<file path="config.mk">
export PLATFORM = sky130hd
export DESIGN_NAME = chunked_serial_adder_flat
export DESIGN_NICKNAME = d
export VERILOG_FILES = /design/src/rtl/csa_pkg.sv /design/src/rtl/chunked_serial_adder_if.sv /design/src/rtl/chunked_serial_adder_chunk_add.sv /design/src/rtl/chunked_serial_adder.sv /design/src/flat_wrapper.sv
export SDC_FILE = /design/constraint.sdc
export NUM_CORES = 1
export LEC_CHECK = 0
export CORE_ASPECT_RATIO = 1.4
export CORE_MARGIN = 5
export CORE_UTILIZATION = 49
export DETAILED_ROUTE_END_ITERATION = 10
export PLACE_DENSITY = 0.79
export SYNTH_ARGS = -nofsm -noshare
export SYNTH_HDL_FRONTEND = slang
export SYNTH_SLANG_ARGS = --single-unit
</file>
<file path="constraint.sdc">
create_clock -name clk -period 3.3 [get_ports clk]
set_input_delay 0.33 -clock clk [delete_from_list [all_inputs] [get_ports clk]]
set_output_delay 0.33 -clock clk [all_outputs]
set_load 0.02 [all_outputs]
</file>
<file path="src/rtl/csa_pkg.sv">
// ---------------------------------------------------------------------------
// csa_pkg
//   Shared types and helpers for the chunked serial adder.
//   - state_t   : FSM state encoding {IDLE, ADD, DONE}, 2 bits
//   - cnt_width : width of the chunk counter, never less than one bit
// ---------------------------------------------------------------------------
package csa_pkg;

    typedef enum logic [1:0] {
        IDLE = 2'b00,
        ADD  = 2'b01,
        DONE = 2'b10
    } state_t;

    // A single-chunk configuration still needs a 1-bit counter so that
    // the counter vector is never zero-width.
    function automatic int cnt_width(input int nchunk);
        return (nchunk > 1) ? $clog2(nchunk) : 1;
    endfunction

endpackage : csa_pkg

</file>
<file path="src/rtl/chunked_serial_adder_if.sv">
// ---------------------------------------------------------------------------
// chunked_serial_adder_if
//   Operand and result handshakes of the chunked serial adder.
//   Parameter WIDTH : operand / sum width.
//   Operand side : in_valid, in_ready, in1, in2, cin, sub (sub only when the
//                  CSA_SUB_EN macro is defined)
//   Result side  : out_valid, out_ready, sum, carry
//   master : the side that supplies operands and consumes results
//   slave  : the adder itself
// ---------------------------------------------------------------------------
interface chunked_serial_adder_if #(
    parameter int WIDTH = 16
);

    logic             in_valid;
    logic             in_ready;
    logic [WIDTH-1:0] in1;
    logic [WIDTH-1:0] in2;
    logic             cin;
`ifdef CSA_SUB_EN
    logic             sub;
`endif
    logic             out_valid;
    logic             out_ready;
    logic [WIDTH-1:0] sum;
    logic             carry;

    modport master (
`ifdef CSA_SUB_EN
        output sub,
`endif
        output in_valid, in1, in2, cin, out_ready,
        input  in_ready, out_valid, sum, carry
    );

    modport slave (
`ifdef CSA_SUB_EN
        input  sub,
`endif
        input  in_valid, in1, in2, cin, out_ready,
        output in_ready, out_valid, sum, carry
    );

endinterface : chunked_serial_adder_if

</file>
<file path="src/rtl/chunked_serial_adder_chunk_add.sv">
// ---------------------------------------------------------------------------
// chunk_add
//   Combinational CHUNK-bit ripple-carry adder built from full-adder cells.
//   Parameter CHUNK : slice width in bits.
//   Ports : a, b (CHUNK) and ci in; s (CHUNK) and co out.
// ---------------------------------------------------------------------------
module chunk_add #(
    parameter int CHUNK = 4
) (
    input  logic [CHUNK-1:0] a,
    input  logic [CHUNK-1:0] b,
    input  logic             ci,
    output logic [CHUNK-1:0] s,
    output logic             co
);

    // The carry chain lives in a procedural variable so the ripple is a
    // single combinational process rather than a self-referencing vector.
    logic carry_v;

    always_comb begin
        carry_v = ci;
        s       = '0;
        for (int i = 0; i < CHUNK; i++) begin
            s[i]    = a[i] ^ b[i] ^ carry_v;
            carry_v = (a[i] & b[i]) | (carry_v & (a[i] ^ b[i]));
        end
        co = carry_v;
    end

endmodule : chunk_add

</file>
<file path="src/rtl/chunked_serial_adder.sv">
// ---------------------------------------------------------------------------
// chunked_serial_adder
//   Multi-cycle WIDTH-bit adder that processes CHUNK bits per clock through
//   one reused chunk_add slice. Operands are accepted in IDLE, NCHUNK ADD
//   cycles follow, and the result is held in DONE until drained.
//   Parameters : WIDTH (multiple of CHUNK), CHUNK (1..WIDTH)
//   Ports      : clk    - rising-edge clock
//                rst_n  - synchronous active-low reset
//                bus    - chunked_serial_adder_if.slave (operand/result
//                         handshakes, see interface header)
//   Macro      : CSA_SUB_EN - adds the sub port; sub=1 computes in1 - in2
//                with carry = 1 meaning no borrow.
// ---------------------------------------------------------------------------
module chunked_serial_adder
    import csa_pkg::*;
#(
    parameter int WIDTH = 16,
    parameter int CHUNK = 4
) (
    input  logic                   clk,
    input  logic                   rst_n,
    chunked_serial_adder_if.slave  bus
);

    localparam int NCHUNK = WIDTH / CHUNK;
    localparam int CNT_W  = cnt_width(NCHUNK);
    localparam logic [CNT_W-1:0] LAST_CNT = CNT_W'(NCHUNK - 1);

    generate
        if (CHUNK < 1 || CHUNK > WIDTH || (WIDTH % CHUNK) != 0) begin : g_bad_param
            $error("chunked_serial_adder: WIDTH must be a positive multiple of CHUNK");
        end
    endgenerate

    state_t             state_reg;
    state_t             state_next;
    logic [CNT_W-1:0]   cnt_reg;
    logic [WIDTH-1:0]   a_reg;
    logic [WIDTH-1:0]   b_reg;
    logic               c_reg;
    logic               carry_reg;
    logic [CHUNK-1:0]   sum_chunk_reg [NCHUNK];
    logic [WIDTH-1:0]   sum_packed;

    logic               accept;
    logic               add_last;
    logic               in_ready;
    logic               out_valid;

    logic [CHUNK-1:0]   a_slice;
    logic [CHUNK-1:0]   b_slice;
    logic [CHUNK-1:0]   s_slice;
    logic               co;
    logic [NCHUNK-1:0]  chunk_we;

    // -----------------------------------------------------------------------
    // FSM
    // -----------------------------------------------------------------------
    always_ff @(posedge clk) begin
        if (!rst_n) begin
            state_reg <= IDLE;
        end else begin
            state_reg <= state_next;
        end
    end

    always_comb begin
        state_next = state_reg;
        accept     = 1'b0;
        add_last   = 1'b0;
        in_ready   = 1'b0;
        out_valid  = 1'b0;
        case (state_reg)
            IDLE: begin
                in_ready = 1'b1;
                if (bus.in_valid) begin
                    accept     = 1'b1;
                    state_next = ADD;
                end
            end
            ADD: begin
                if (cnt_reg == LAST_CNT) begin
                    add_last   = 1'b1;
                    state_next = DONE;
                end
            end
            DONE: begin
                out_valid = 1'b1;
                if (bus.out_ready) begin
                    state_next = IDLE;
                end
            end
            default: begin
                state_next = IDLE;
            end
        endcase
    end

    // -----------------------------------------------------------------------
    // Shared chunk slice, fed by the cnt-selected operand slices
    // -----------------------------------------------------------------------
    assign a_slice = a_reg[cnt_reg * CHUNK +: CHUNK];
    assign b_slice = b_reg[cnt_reg * CHUNK +: CHUNK];

    chunk_add #(
        .CHUNK (CHUNK)
    ) u_chunk_add (
        .a  (a_slice),
        .b  (b_slice),
        .ci (c_reg),
        .s  (s_slice),
        .co (co)
    );

    // -----------------------------------------------------------------------
    // Operand registers, chunk counter and running carry. Operands are only
    // loaded on the IDLE accept, so a busy block never samples its inputs.
    // -----------------------------------------------------------------------
    always_ff @(posedge clk) begin
        if (!rst_n) begin
            a_reg   <= '0;
            b_reg   <= '0;
            c_reg   <= 1'b0;
            cnt_reg <= '0;
        end else if (accept) begin
            a_reg   <= bus.in1;
            cnt_reg <= '0;
`ifdef CSA_SUB_EN
            // Subtraction as a + ~b + 1; the incoming carry is not used.
            if (bus.sub) begin
                b_reg <= ~bus.in2;
                c_reg <= 1'b1;
            end else begin
                b_reg <= bus.in2;
                c_reg <= bus.cin;
            end
`else
            b_reg   <= bus.in2;
            c_reg   <= bus.cin;
`endif
        end else if (state_reg == ADD) begin
            c_reg <= co;
            // Park the counter at zero after the last chunk so it never
            // indexes past the operands when NCHUNK is not a power of two.
            cnt_reg <= add_last ? '0 : cnt_reg + 1'b1;
        end
    end

    always_ff @(posedge clk) begin
        if (!rst_n) begin
            carry_reg <= 1'b0;
        end else if (add_last) begin
            carry_reg <= co;
        end
    end

    // -----------------------------------------------------------------------
    // Result chunks: each one is written only in the ADD cycle that owns it,
    // so chunks not yet reached still show the previous result.
    // -----------------------------------------------------------------------
    generate
        for (genvar gi = 0; gi < NCHUNK; gi++) begin : g_sum_chunk
            assign chunk_we[gi] = (state_reg == ADD) && (cnt_reg == CNT_W'(gi));

            always_ff @(posedge clk) begin
                if (!rst_n) begin
                    sum_chunk_reg[gi] <= '0;
                end else if (chunk_we[gi]) begin
                    sum_chunk_reg[gi] <= s_slice;
                end
            end

            assign sum_packed[gi*CHUNK +: CHUNK] = sum_chunk_reg[gi];
        end
    endgenerate

    assign bus.in_ready  = in_ready;
    assign bus.out_valid = out_valid;
    assign bus.sum       = sum_packed;
    assign bus.carry     = carry_reg;

endmodule : chunked_serial_adder
</file>
<file path="src/flat_wrapper.sv">
// flat-port wrapper written by rule: the top's interface ports become plain ports
module chunked_serial_adder_flat import csa_pkg::*;
#(
    parameter int WIDTH = 16,
    parameter int CHUNK = 4
)
  (clk, rst_n, bus_in_valid, bus_in1, bus_in2, bus_cin, bus_out_ready, bus_in_ready, bus_out_valid, bus_sum, bus_carry);
  chunked_serial_adder_if #(.WIDTH(WIDTH)) bus_i ();
  input  logic clk;
  input  logic rst_n;
  input wire logic [$bits(bus_i.in_valid)-1:0] bus_in_valid;
  input wire logic [$bits(bus_i.in1)-1:0] bus_in1;
  input wire logic [$bits(bus_i.in2)-1:0] bus_in2;
  input wire logic [$bits(bus_i.cin)-1:0] bus_cin;
  input wire logic [$bits(bus_i.out_ready)-1:0] bus_out_ready;
  output wire logic [$bits(bus_i.in_ready)-1:0] bus_in_ready;
  output wire logic [$bits(bus_i.out_valid)-1:0] bus_out_valid;
  output wire logic [$bits(bus_i.sum)-1:0] bus_sum;
  output wire logic [$bits(bus_i.carry)-1:0] bus_carry;
  assign bus_i.in_valid = bus_in_valid;
  assign bus_i.in1 = bus_in1;
  assign bus_i.in2 = bus_in2;
  assign bus_i.cin = bus_cin;
  assign bus_i.out_ready = bus_out_ready;
  assign bus_in_ready = bus_i.in_ready;
  assign bus_out_valid = bus_i.out_valid;
  assign bus_sum = bus_i.sum;
  assign bus_carry = bus_i.carry;
  chunked_serial_adder #(.WIDTH(WIDTH), .CHUNK(CHUNK)) u_core (.clk(clk), .rst_n(rst_n), .bus(bus_i));
endmodule
</file>
==> results.toml <==
[critical_path]
crit_required_ps = 3470
critPathKind = "reg -> reg"
cp_max_fo = 5
crit_arrival_ps = 3090
cp-start-kind = "register"
worstSetupEndpointType = "register"

[clock_tree]
cts-resized-gates = 0
tritoncts.num_buffers = 5
cts_setup_buffers = 0
cts-root-buf = "clkbuf_8"
tritoncts = "yes"
clock_sinks = 54
insertion_delay_ps = 300
hold_buffers = 0
clk_path_buf_depth = 2
clkTransAtPathRegs_ps = 90
cts_max_level = 2

[grt]
grt_usage_pct = 15.82
antenna_found_initial = 0
grt_max_degree = 34
gr-total-overflow = 0
grt_pass1_wl_um = 7445
first_global_vias = 1738

[die]
initial_utilization_pct = 49.48
dieArea_mm2 = 0.006321
core_area_mm2 = 0.004767
die_h_um = 92.09
die_w_um = 68.64
ios = 56
row_count = 30

[sta]
finalHoldViolations = 0
hold_slack_ps = 457.7
rsz0062_at_grt = "no"
worstMarginPinSlew_ps = 1014
setup_viol = 0
max-slew-margin-rel_pct = 32.40
period_share_pct = 88.65
max_freq_mhz = 341.8
final_max_slew_viol_count = 0
clock_skew_ps = 6.753
tns_ps = 0
setup_slack_ps = 374.4
period_needed_ps = 2926

[detailed_routing]
dr.pass1.iters = 4
vias = 1785
via_per_inst = 5.000
drt_wl_total_um = 4553
drt_first_iter_violations = 86
avgRoutedWirePerCell_um = 12.75
drc = 0
ant_nets = 0

[synth]
syn-instance-count = 242
ys_seq_elements = 54
synth_top_area_share_pct = 32.25
yosysWarnings = 0
netlist_top_cells_count = "nand2_1, dfxtp_1, a21oi_1, edfxtp_1, nor2_1"
yosysTopAreaCell = "dfxtp_1"
syn_nets = 287
syn_area_mm2 = 0.002359
avgSynthCellArea_um2 = 9.746
synth_edf_count = 16
synthArstFlopShare_pct = 0
synth_area_leaders = "dfxtp_1, edfxtp_1, nand2_1"
yosysSeqAreaShare_pct = 52.63
yosys.cell_types.count = 26
ys_dominant_reg_cell = "dfxtp_1"
yosysMostFrequentCell = "nand2_1"

[cells_and_area]
n_antenna_cell = 0
post-route-util_pct = 63.20
final_nets = 337
drive_gt1_share_pct = 6.826
syn_to_final_growth_pct = 27.75

[power_and_ir_drop]
leakage_nw = 1.131
ir_drop_uv = 297.3
power_density_mw_per_mm2 = 432.3

[hold_path]
hold_class = "reg -> reg"

[place]
globalplace.congestion = 0.8467
dpl.hpwl_um = 3514
place_ws_ps = 393.7
port_buffers = 55

[job]
drv_cap = 0

[run_status]
status = "finished, final reports clean"
## layout make-up
| class | instances | area [um^2] |
|---|---|---|
| clock inverter | 1 | 5.005 |
| tap | 64 | 80.08 |
| multi-input combinational | 161 | 978.4 |
| fill | 420 | 1754 |
| clock buffer | 7 | 86.33 |
| sequential | 54 | 1241 |
| timing repair buffer | 59 | 580.6 |
| inverter | 11 | 41.29 |
## kinds of logic after synthesis
group           Yosys count  synth area share, %
compound gates           38                8.541
fa+ha+maj                 8                5.517
buf+inv                  27                6.154
flops                    54                52.63
mux                      10                8.488
simple gates            105                18.67
## power by group
part	total, mW	leakage (nW)	switching [mW]	internal, mW
Clock	0.364	0.0482	0.194	0.169
Combinational	0.202	0.604	0.0989	0.103
Sequential	0.737	0.479	0.0193	0.718
## worst paths after layout
kind	cells after the start	to	slack (ps)	start
worst max-delay path	9	u_core.sum_chunk_reg[0][3]	370	u_core.cnt_reg[0]
worst min-delay path	2	u_core.a_reg[6]	460	u_core.a_reg[6]
worst max register to register	9	u_core.sum_chunk_reg[0][3]	370	u_core.cnt_reg[0]
worst min register to register	2	u_core.a_reg[6]	460	u_core.a_reg[6]
## metal layers
metal	GRT usage, %	wire length (um)	vias to the layer above
li1	-	-	905
met1	17.15	1753	815
met2	27.25	2413	56
met3	3.064	269	9
met4	9.287	115	0
met5	0	0	-
## metrics by stage
step | instance area, um^2 | power [mW] | std cells
detailed placement | 2922 | 0.9549 | 349
global placement | 2922 | 0.9495 | 349
CTS | 3013 | 1.314 | 357
floorplan | 2359 | 0.8698 | 242
finish | 3013 | 1.302 | 357
global route | 3013 | 1.367 | 357
## cell usage in the layout (no fill, tap or decap)
cell / n
and3b_1: 1
o21ai_0: 2
fa_1: 4
a21oi_1: 33
nand2_1: 77
a2111oi_0: 1
nor3b_4: 1
and3_1: 8
edfxtp_1: 16
nor2b_1: 1
mux4_2: 8
clkinv_1: 1
a311oi_1: 1
mux2i_1: 2
nand3_1: 1
dfxtp_1: 38
o41ai_1: 1
clkdlybuf4s50_1: 55
ha_1: 4
clkbuf_1: 1
clkbuf_8: 6
or3b_1: 1
nand3b_1: 1
clkinv_2: 1
buf_4: 4
inv_1: 10
nor2_1: 14
## worst max-delay path, stage by stage (launching register included)
cell,delay (ps)
dfxtp_1,490
mux4_2,560
fa_1,390
inv_1,80
fa_1,160
inv_1,50
fa_1,370
inv_1,90
fa_1,470
nor2_1,130
Note: power is estimated with default switching activity, not from simulation.
